<file path="src/rtl/bpu_gshare_btb.sv">
// Fetch-stage branch predictor: gshare direction table plus tagged direct-mapped BTB.
// Optional return-address stack is compiled in with `define BPU_RAS_EN.
module bpu_gshare_btb #(
   parameter int BHT_IDX_W = 8,
   parameter int BTB_IDX_W = 5,
   parameter int TAG_W     = 8,
   parameter int RAS_DEPTH = 8
) (
   input  logic                 clk,
   input  logic                 rst_n,
   input  logic                 i_fetch_valid,
   input  logic [31:0]          i_fetch_pc,
   output logic                 o_pred_taken,
   output logic [31:0]          o_pred_target,
   output logic [BHT_IDX_W-1:0] o_pred_ghr,
   input  logic                 i_upd_valid,
   input  logic [31:0]          i_upd_pc,
   input  logic                 i_upd_taken,
   input  logic [31:0]          i_upd_target,
   input  logic [BHT_IDX_W-1:0] i_upd_ghr,
   input  logic                 i_upd_mispredict,
   input  logic                 i_upd_is_call,
   input  logic                 i_upd_is_ret
);
   localparam int BHT_N = 1 << BHT_IDX_W;
   localparam int BTB_N = 1 << BTB_IDX_W;

   logic [1:0]           r_ctr        [BHT_N];
   logic [BTB_N-1:0]     r_btb_valid;
   logic [TAG_W-1:0]     r_btb_tag    [BTB_N];
   logic [31:0]          r_btb_target [BTB_N];
   logic [BHT_IDX_W-1:0] r_ghr;

   logic [BHT_IDX_W-1:0] w_bht_idx;
   logic [BTB_IDX_W-1:0] w_bi;
   logic [TAG_W-1:0]     w_tag;
   logic                 w_hit;
   logic [31:0]          w_pc_plus4;
   logic [BHT_IDX_W-1:0] w_upd_bht_idx;
   logic [BTB_IDX_W-1:0] w_upd_bi;
   logic [TAG_W-1:0]     w_upd_tag;
   logic                 w_pred_taken;
   logic [31:0]          w_pred_target;
   logic                 w_unused;

   assign w_bht_idx     = i_fetch_pc[BHT_IDX_W+1:2] ^ r_ghr;
   assign w_bi          = i_fetch_pc[BTB_IDX_W+1:2];
   assign w_tag         = i_fetch_pc[BTB_IDX_W+TAG_W+1:BTB_IDX_W+2];
   assign w_hit         = r_btb_valid[w_bi] && (r_btb_tag[w_bi] == w_tag);
   assign w_pc_plus4    = i_fetch_pc + 32'd4;
   assign w_upd_bht_idx = i_upd_pc[BHT_IDX_W+1:2] ^ i_upd_ghr;
   assign w_upd_bi      = i_upd_pc[BTB_IDX_W+1:2];
   assign w_upd_tag     = i_upd_pc[BTB_IDX_W+TAG_W+1:BTB_IDX_W+2];

`ifdef BPU_RAS_EN
   localparam int RAS_PTR_W = $clog2(RAS_DEPTH);
   localparam int RAS_CNT_W = $clog2(RAS_DEPTH + 1);

   logic [BTB_N-1:0]     r_btb_call;
   logic [BTB_N-1:0]     r_btb_ret;
   logic [31:0]          r_ras [RAS_DEPTH];
   logic [RAS_PTR_W-1:0] r_ras_ptr;
   logic [RAS_CNT_W-1:0] r_ras_cnt;
   logic [RAS_PTR_W-1:0] w_ras_top;
   logic                 w_ras_pop;
   logic                 w_ras_push;

   // r_ras_ptr is the next free slot; the top of stack sits one below it.
   assign w_ras_top  = r_ras_ptr - RAS_PTR_W'(1);
   assign w_ras_pop  = i_fetch_valid && w_hit && r_btb_ret[w_bi];
   assign w_ras_push = i_fetch_valid && w_hit && r_btb_call[w_bi] && !r_btb_ret[w_bi] && w_pred_taken;
   assign w_unused   = ^{i_upd_pc[31:BTB_IDX_W+TAG_W+2], i_upd_pc[1:0]};
`else
   assign w_unused   = ^{i_upd_pc[31:BTB_IDX_W+TAG_W+2], i_upd_pc[1:0], i_upd_is_call, i_upd_is_ret};
`endif

   always_comb begin
      w_pred_taken  = w_hit && r_ctr[w_bht_idx][1];
      w_pred_target = w_pred_taken ? r_btb_target[w_bi] : w_pc_plus4;
`ifdef BPU_RAS_EN
      if (w_hit && r_btb_ret[w_bi]) begin
         w_pred_taken  = 1'b1;
         w_pred_target = (r_ras_cnt != '0) ? r_ras[w_ras_top] : r_btb_target[w_bi];
      end
`endif
   end

   assign o_pred_taken  = w_pred_taken;
   assign o_pred_target = w_pred_target;
   assign o_pred_ghr    = r_ghr;

   always_ff @(posedge clk) begin
      if (!rst_n) begin
         for (int i = 0; i < BHT_N; i++) r_ctr[i] <= 2'b01;
      end else if (i_upd_valid) begin
         if (i_upd_taken && r_ctr[w_upd_bht_idx] != 2'b11)
            r_ctr[w_upd_bht_idx] <= r_ctr[w_upd_bht_idx] + 2'd1;
         else if (!i_upd_taken && r_ctr[w_upd_bht_idx] != 2'b00)
            r_ctr[w_upd_bht_idx] <= r_ctr[w_upd_bht_idx] - 2'd1;
      end
   end

   always_ff @(posedge clk) begin
      if (!rst_n)
         r_btb_valid <= '0;
      else if (i_upd_valid && i_upd_taken)
         r_btb_valid[w_upd_bi] <= 1'b1;
   end

   // Payload is qualified by the valid bits, so it carries no reset.
   always_ff @(posedge clk) begin
      if (rst_n && i_upd_valid && i_upd_taken) begin
         r_btb_tag[w_upd_bi]    <= w_upd_tag;
         r_btb_target[w_upd_bi] <= i_upd_target;
`ifdef BPU_RAS_EN
         r_btb_call[w_upd_bi]   <= i_upd_is_call;
         r_btb_ret[w_upd_bi]    <= i_upd_is_ret;
`endif
      end
   end

   // Mispredict repair wins over the speculative fetch shift.
   always_ff @(posedge clk) begin
      if (!rst_n)
         r_ghr <= '0;
      else if (i_upd_valid && i_upd_mispredict)
         r_ghr <= {i_upd_ghr[BHT_IDX_W-2:0], i_upd_taken};
      else if (i_fetch_valid && w_hit)
         r_ghr <= {r_ghr[BHT_IDX_W-2:0], w_pred_taken};
   end

`ifdef BPU_RAS_EN
   always_ff @(posedge clk) begin
      if (!rst_n) begin
         r_ras_ptr <= '0;
         r_ras_cnt <= '0;
      end else if (w_ras_pop) begin
         if (r_ras_cnt != '0) begin
            r_ras_ptr <= w_ras_top;
            r_ras_cnt <= r_ras_cnt - RAS_CNT_W'(1);
         end
      end else if (w_ras_push) begin
         r_ras_ptr <= r_ras_ptr + RAS_PTR_W'(1);
         if (r_ras_cnt != RAS_CNT_W'(RAS_DEPTH))
            r_ras_cnt <= r_ras_cnt + RAS_CNT_W'(1);
      end
   end

   // Circular stack: a push when full overwrites the oldest slot.
   always_ff @(posedge clk) begin
      if (rst_n && !w_ras_pop && w_ras_push)
         r_ras[r_ras_ptr] <= w_pc_plus4;
   end
`endif
endmodule

</file>
<file path="config.mk">
export PLATFORM = sky130hd
export DESIGN_NAME = bpu_gshare_btb
export DESIGN_NICKNAME = d
export VERILOG_FILES = /design/src/rtl/bpu_gshare_btb.sv
export SDC_FILE = /design/constraint.sdc
export NUM_CORES = 2
export LEC_CHECK = 0
export CORE_ASPECT_RATIO = 0.8
export CORE_MARGIN = 2
export CORE_UTILIZATION = 61
export CTS_CLUSTER_SIZE = 12
export DETAILED_ROUTE_END_ITERATION = 8
export DONT_BUFFER_PORTS = 1
export PLACE_DENSITY = 0.78
export SLEW_MARGIN = 25
export SYNTH_ARGS = -nofsm -noshare
export SYNTH_HDL_FRONTEND = slang
export SYNTH_SLANG_ARGS = --single-unit
</file>
<file path="constraint.sdc">
create_clock -name clk -period 6.54 [get_ports clk]
set_input_delay 1.308 -clock clk [delete_from_list [all_inputs] [get_ports clk]]
set_output_delay 1.308 -clock clk [all_outputs]
set_load 0.02 [all_outputs]
</file>
==> results.md <==
* Skew-Pair Late Insertion Delay at 0.83 ns
* Final min period at 7.00 ns
* Root Driver: clkbuf_16
* WP data required at 5.23 ns
* Crit end category: primary output
* Post-DRT Antenna Nets at 0
* Critical Setup Path Class: input port to primary output
* GRT overflow at 0
* Setup ws final at -0.465 ns
* Crit path max-delay cell type: o211ai_1
* RR Endpoint: r_ctr[169][1]$_SDFFCE_PN0P_
* Top cells by count, synth: edfxtp_1 (1792), nand2_1 (501), mux4_2 (482)
* Fillers at 7870
* CP max stage delay at 0.63 ns
* Initial antenna violation count at 3
* Die Wd at 409 microns
* Largest delay share family, worst path: buffers and inverters
* H-tree Lvls at 4
* Mapped Avg Cell Area at 17.5 sq um
* Outcome: complete, but fails checks
* YS warnings at 0
* Peak VDD IR at 0.302 mV
* CTS tree: built
* # nets final at 4738
* Flop2flop setup slack at 2.23 ns
* Post-DP HPWL at 135000 microns
* Iter 0 DRT Violations at 9207
* Post-Syn Instances at 4570
* Area growth from synthesis to layout at 10.8%
* Tot Pwr at 25.5 mW
* Height of the die at 328 microns
* Initial Util at 61.6%
* Layout cell share with drive strength beyond 1 at 27.8%
* Crit. path cell count at 15
* Slew margin rel. at 11.0%
* Most frequent cell after synthesis: edfxtp_1
* Design Area, Final at 88600 sq um
* Core area at 130000 sq um
* GRT Util Overall at 36.4%
* Least-Margin Pin Slew at 1.34 ns
* First-pass GRT wire length at 345000 microns
* Comb power frac at 11.3%
* Post-synth cell types at 73
* Critical Path End: o_pred_target[5]
* Share of the synthesized area in the top cell type at 67.3%
* Detailed Route WL at 247000 microns
* Final hold viol count at 0
* Routed len/inst at 38.2 microns
* Vias in the first global route at 47900
* Critical path buffer and inverter count at 5
* Vias per Instance at 7.65
* Post-synth top flop: edfxtp_1
* Cts bufs inserted at 178
* Syn Std Cell Area at 80000 sq um
* Hold-fix buffers, CTS at 0
* # setup viols final at 33
* Inst Count DP at 6170
* Violated checks: DRC, setup timing
* Power density over the cells at 288 nW/um^2
* Top post-synthesis cells by area: edfxtp_1 (67%), mux4_2 (14%), nor4_2 (3.0%), mux2i_1 (2.5%), nand2_1 (2.4%)
* Largest net degree at the start of global routing at 339
* Post-synth ARST share at 0%
* Final worst clock skew at 0.0676 ns
* Hold WS at 0.454 ns
* R2r worst-path depth at 11
* Num rows at 118
* Hold WC Path Type: flip-flop to flip-flop
* # port buffers at 0
* Clock-pin slew on the worst setup and hold paths at 0.06 ns
* Worst Path Arrival at 5.70 ns
* Max-Cap Viols at 0
* Cell taking the most area after synthesis: edfxtp_1
* Placed Instance Area at 82900 sq um
* Pint at 19.1 mW
* Power share of the clock group at 37.6%
* Cell Count, Final, Fillers Out at 6458
* Via count at 49400
* Leak at 26.9 nW
* Critical Path Start: i_fetch_pc[3]
* RSZ-0062 raised after global routing: true
* Crit share post-route at 107%
* Maximum fanout along the worst path at 322
* CTS Sinks at 1832
* Placer Congestion at 1.01
* Max Fclk at 0.143 GHz
* Switch Pwr at 6.46 mW
* DR pass1 iterations at 9
* Residual DRC count at 1
* Post-synth EDFFs at 1792
* R2r startpoint: r_ctr[210][1]$_SDFFCE_PN0P_
* Die area at 134000 sq um
* Sequential share of the synthesized area at 68.3%
* Flop pwr share at 51.0%
* Switching Share at 25.3%
* CTS max path bufs at 3
* I/O Pins at 153
* #FFs+latches synth at 1832
* Slew Viols, Final at 0
* Cell Chain, Critical Path: xor2_4 -> buf_12 -> buf_4 -> mux4_2 -> nand2_1 -> nand3_2 -> nand3_1 -> o211ai_1 -> a32oi_2 -> buf_6 -> nor2_4 -> buf_12 -> nor2_2 -> a21oi_2 -> buf_4
* Syn_nets at 4683
* Startpoint class of the critical path: input port
-- state kept, by name, indices dropped and copies added, names as in the netlist --
signal / flops
r_btb_valid: 32
r_ctr: 512
r_btb_target: 1024
r_btb_tag: 256
o_pred_ghr: 8
-- worst min path at each step --
stage	start	end	slack (ns)	cells past startpoint
finish	r_btb_valid[15]$_SDFFE_PN0P_	r_btb_valid[15]$_SDFFE_PN0P_	0.45	1
global route	r_btb_valid[28]$_SDFFE_PN0P_	r_btb_valid[28]$_SDFFE_PN0P_	0.47	1
CTS	r_btb_valid[25]$_SDFFE_PN0P_	r_btb_valid[25]$_SDFFE_PN0P_	0.45	1
detailed placement	r_btb_valid[2]$_SDFFE_PN0P_	r_btb_valid[2]$_SDFFE_PN0P_	0.44	1
global placement	r_btb_valid[10]$_SDFFE_PN0P_	r_btb_valid[10]$_SDFFE_PN0P_	0.43	1
floorplan	r_btb_valid[10]$_SDFFE_PN0P_	r_btb_valid[10]$_SDFFE_PN0P_	0.42	1
-- power by group through the flow --
| stage | clock network [mW] | registers, mW | logic [mW] |
|---|---|---|---|
| final | 9.61 | 13.0 | 2.90 |
| after global routing | 10.0 | 13.0 | 2.93 |
| after CTS | 9.60 | 13.0 | 2.70 |
| after detailed placement | 0 | 13.3 | 2.68 |
| after global placement | 0 | 13.3 | 2.65 |
| after floorplan | 0 | 13.2 | 1.95 |
-- final cells by class --
| cell class | count | area, sq um | area share, % |
|---|---|---|---|
| flip-flops and latches | 1832 | 54600 | 61.6 |
| multi-input cells | 2337 | 24100 | 27.1 |
| clock buffers | 234 | 4720 | 5.32 |
| repair buffers | 273 | 2610 | 2.94 |
| well taps | 1740 | 2180 | 2.46 |
| clock inverters | 37 | 444 | 0.501 |
| inverters | 3 | 16.3 | 0.0183 |
| diodes | 2 | 5.00 | 0.00565 |
-- worst register-to-register path, stage by stage (launching register included) --
cell and delay (ns):
edfxtp_1 0.41, mux4_1 0.59, nor2_1 0.28, nand4b_1 0.29
a22oi_1 0.14, a311o_1 0.44, and4_4 0.24, a21boi_4 0.34
buf_4 0.36, o2111ai_4 0.18, buf_4 0.32, o21ai_0 0.35
-- routing by layer --
metal  part of all wire, %  GRT usage [%]  vias to the layer above
li1                      -              -                    18600
met1                    34           51.1                    25100
met2                    44           51.7                     4886
met3                    17           13.6                      845
met4                   4.8           15.2                        4
met5                 0.013              0                        -
-- repair_timing --
item                       4_1_cts  5_1_grt
setup endpoints to repair        0       33
setup buffers                    0       10
resized for setup                0       75
-- placed cells by master (no fill, tap or decap), drive strengths merged, types with 12 or more instances in the layout --
| master | count |
|---|---|
| nor3 | 15 |
| nand2 | 501 |
| a22oi | 13 |
| a21o | 32 |
| xnor2 | 38 |
| mux2i | 202 |
| o21ai | 278 |
| dfxtp | 40 |
| buf | 270 |
| xor2 | 27 |
| o2111ai | 18 |
| nor4 | 266 |
| nand4 | 12 |
| a32o | 12 |
| nor2 | 131 |
| clkinv | 31 |
| nand3 | 43 |
| a32oi | 27 |
| o22ai | 58 |
| o21a | 16 |
| edfxtp | 1792 |
| mux4 | 487 |
| clkbuf | 237 |
| a21oi | 72 |
-- cells by family (layout without fill, tap and decap cells) --
kind of cell	after synthesis	count (layout)	share of synthesized area, %
AND/OR/NAND/NOR	1012	1012	7.46
XOR/XNOR	65	65	0.806
buffers and inverters	401	547	2.49
AO/OA/AOI/OAI	564	564	4.61
multiplexers	695	695	16.4
other	0	2	0
adder cells (fa/ha/maj)	1	1	0.0156
flip-flops	1832	1832	68.3
-- metrics by stage --
stage	setup slack (ns)	util, %	setup TNS [ns]
finish	-0.465	68.3	-13.27
CTS	0.126	67.9	0
global route	-0.544	68.3	-15.43
global placement	0.0778	63.8	0
floorplan	0.395	-	0
detailed placement	0.0807	63.9	0
No activity file was read; power rests on OpenSTA's default activity.
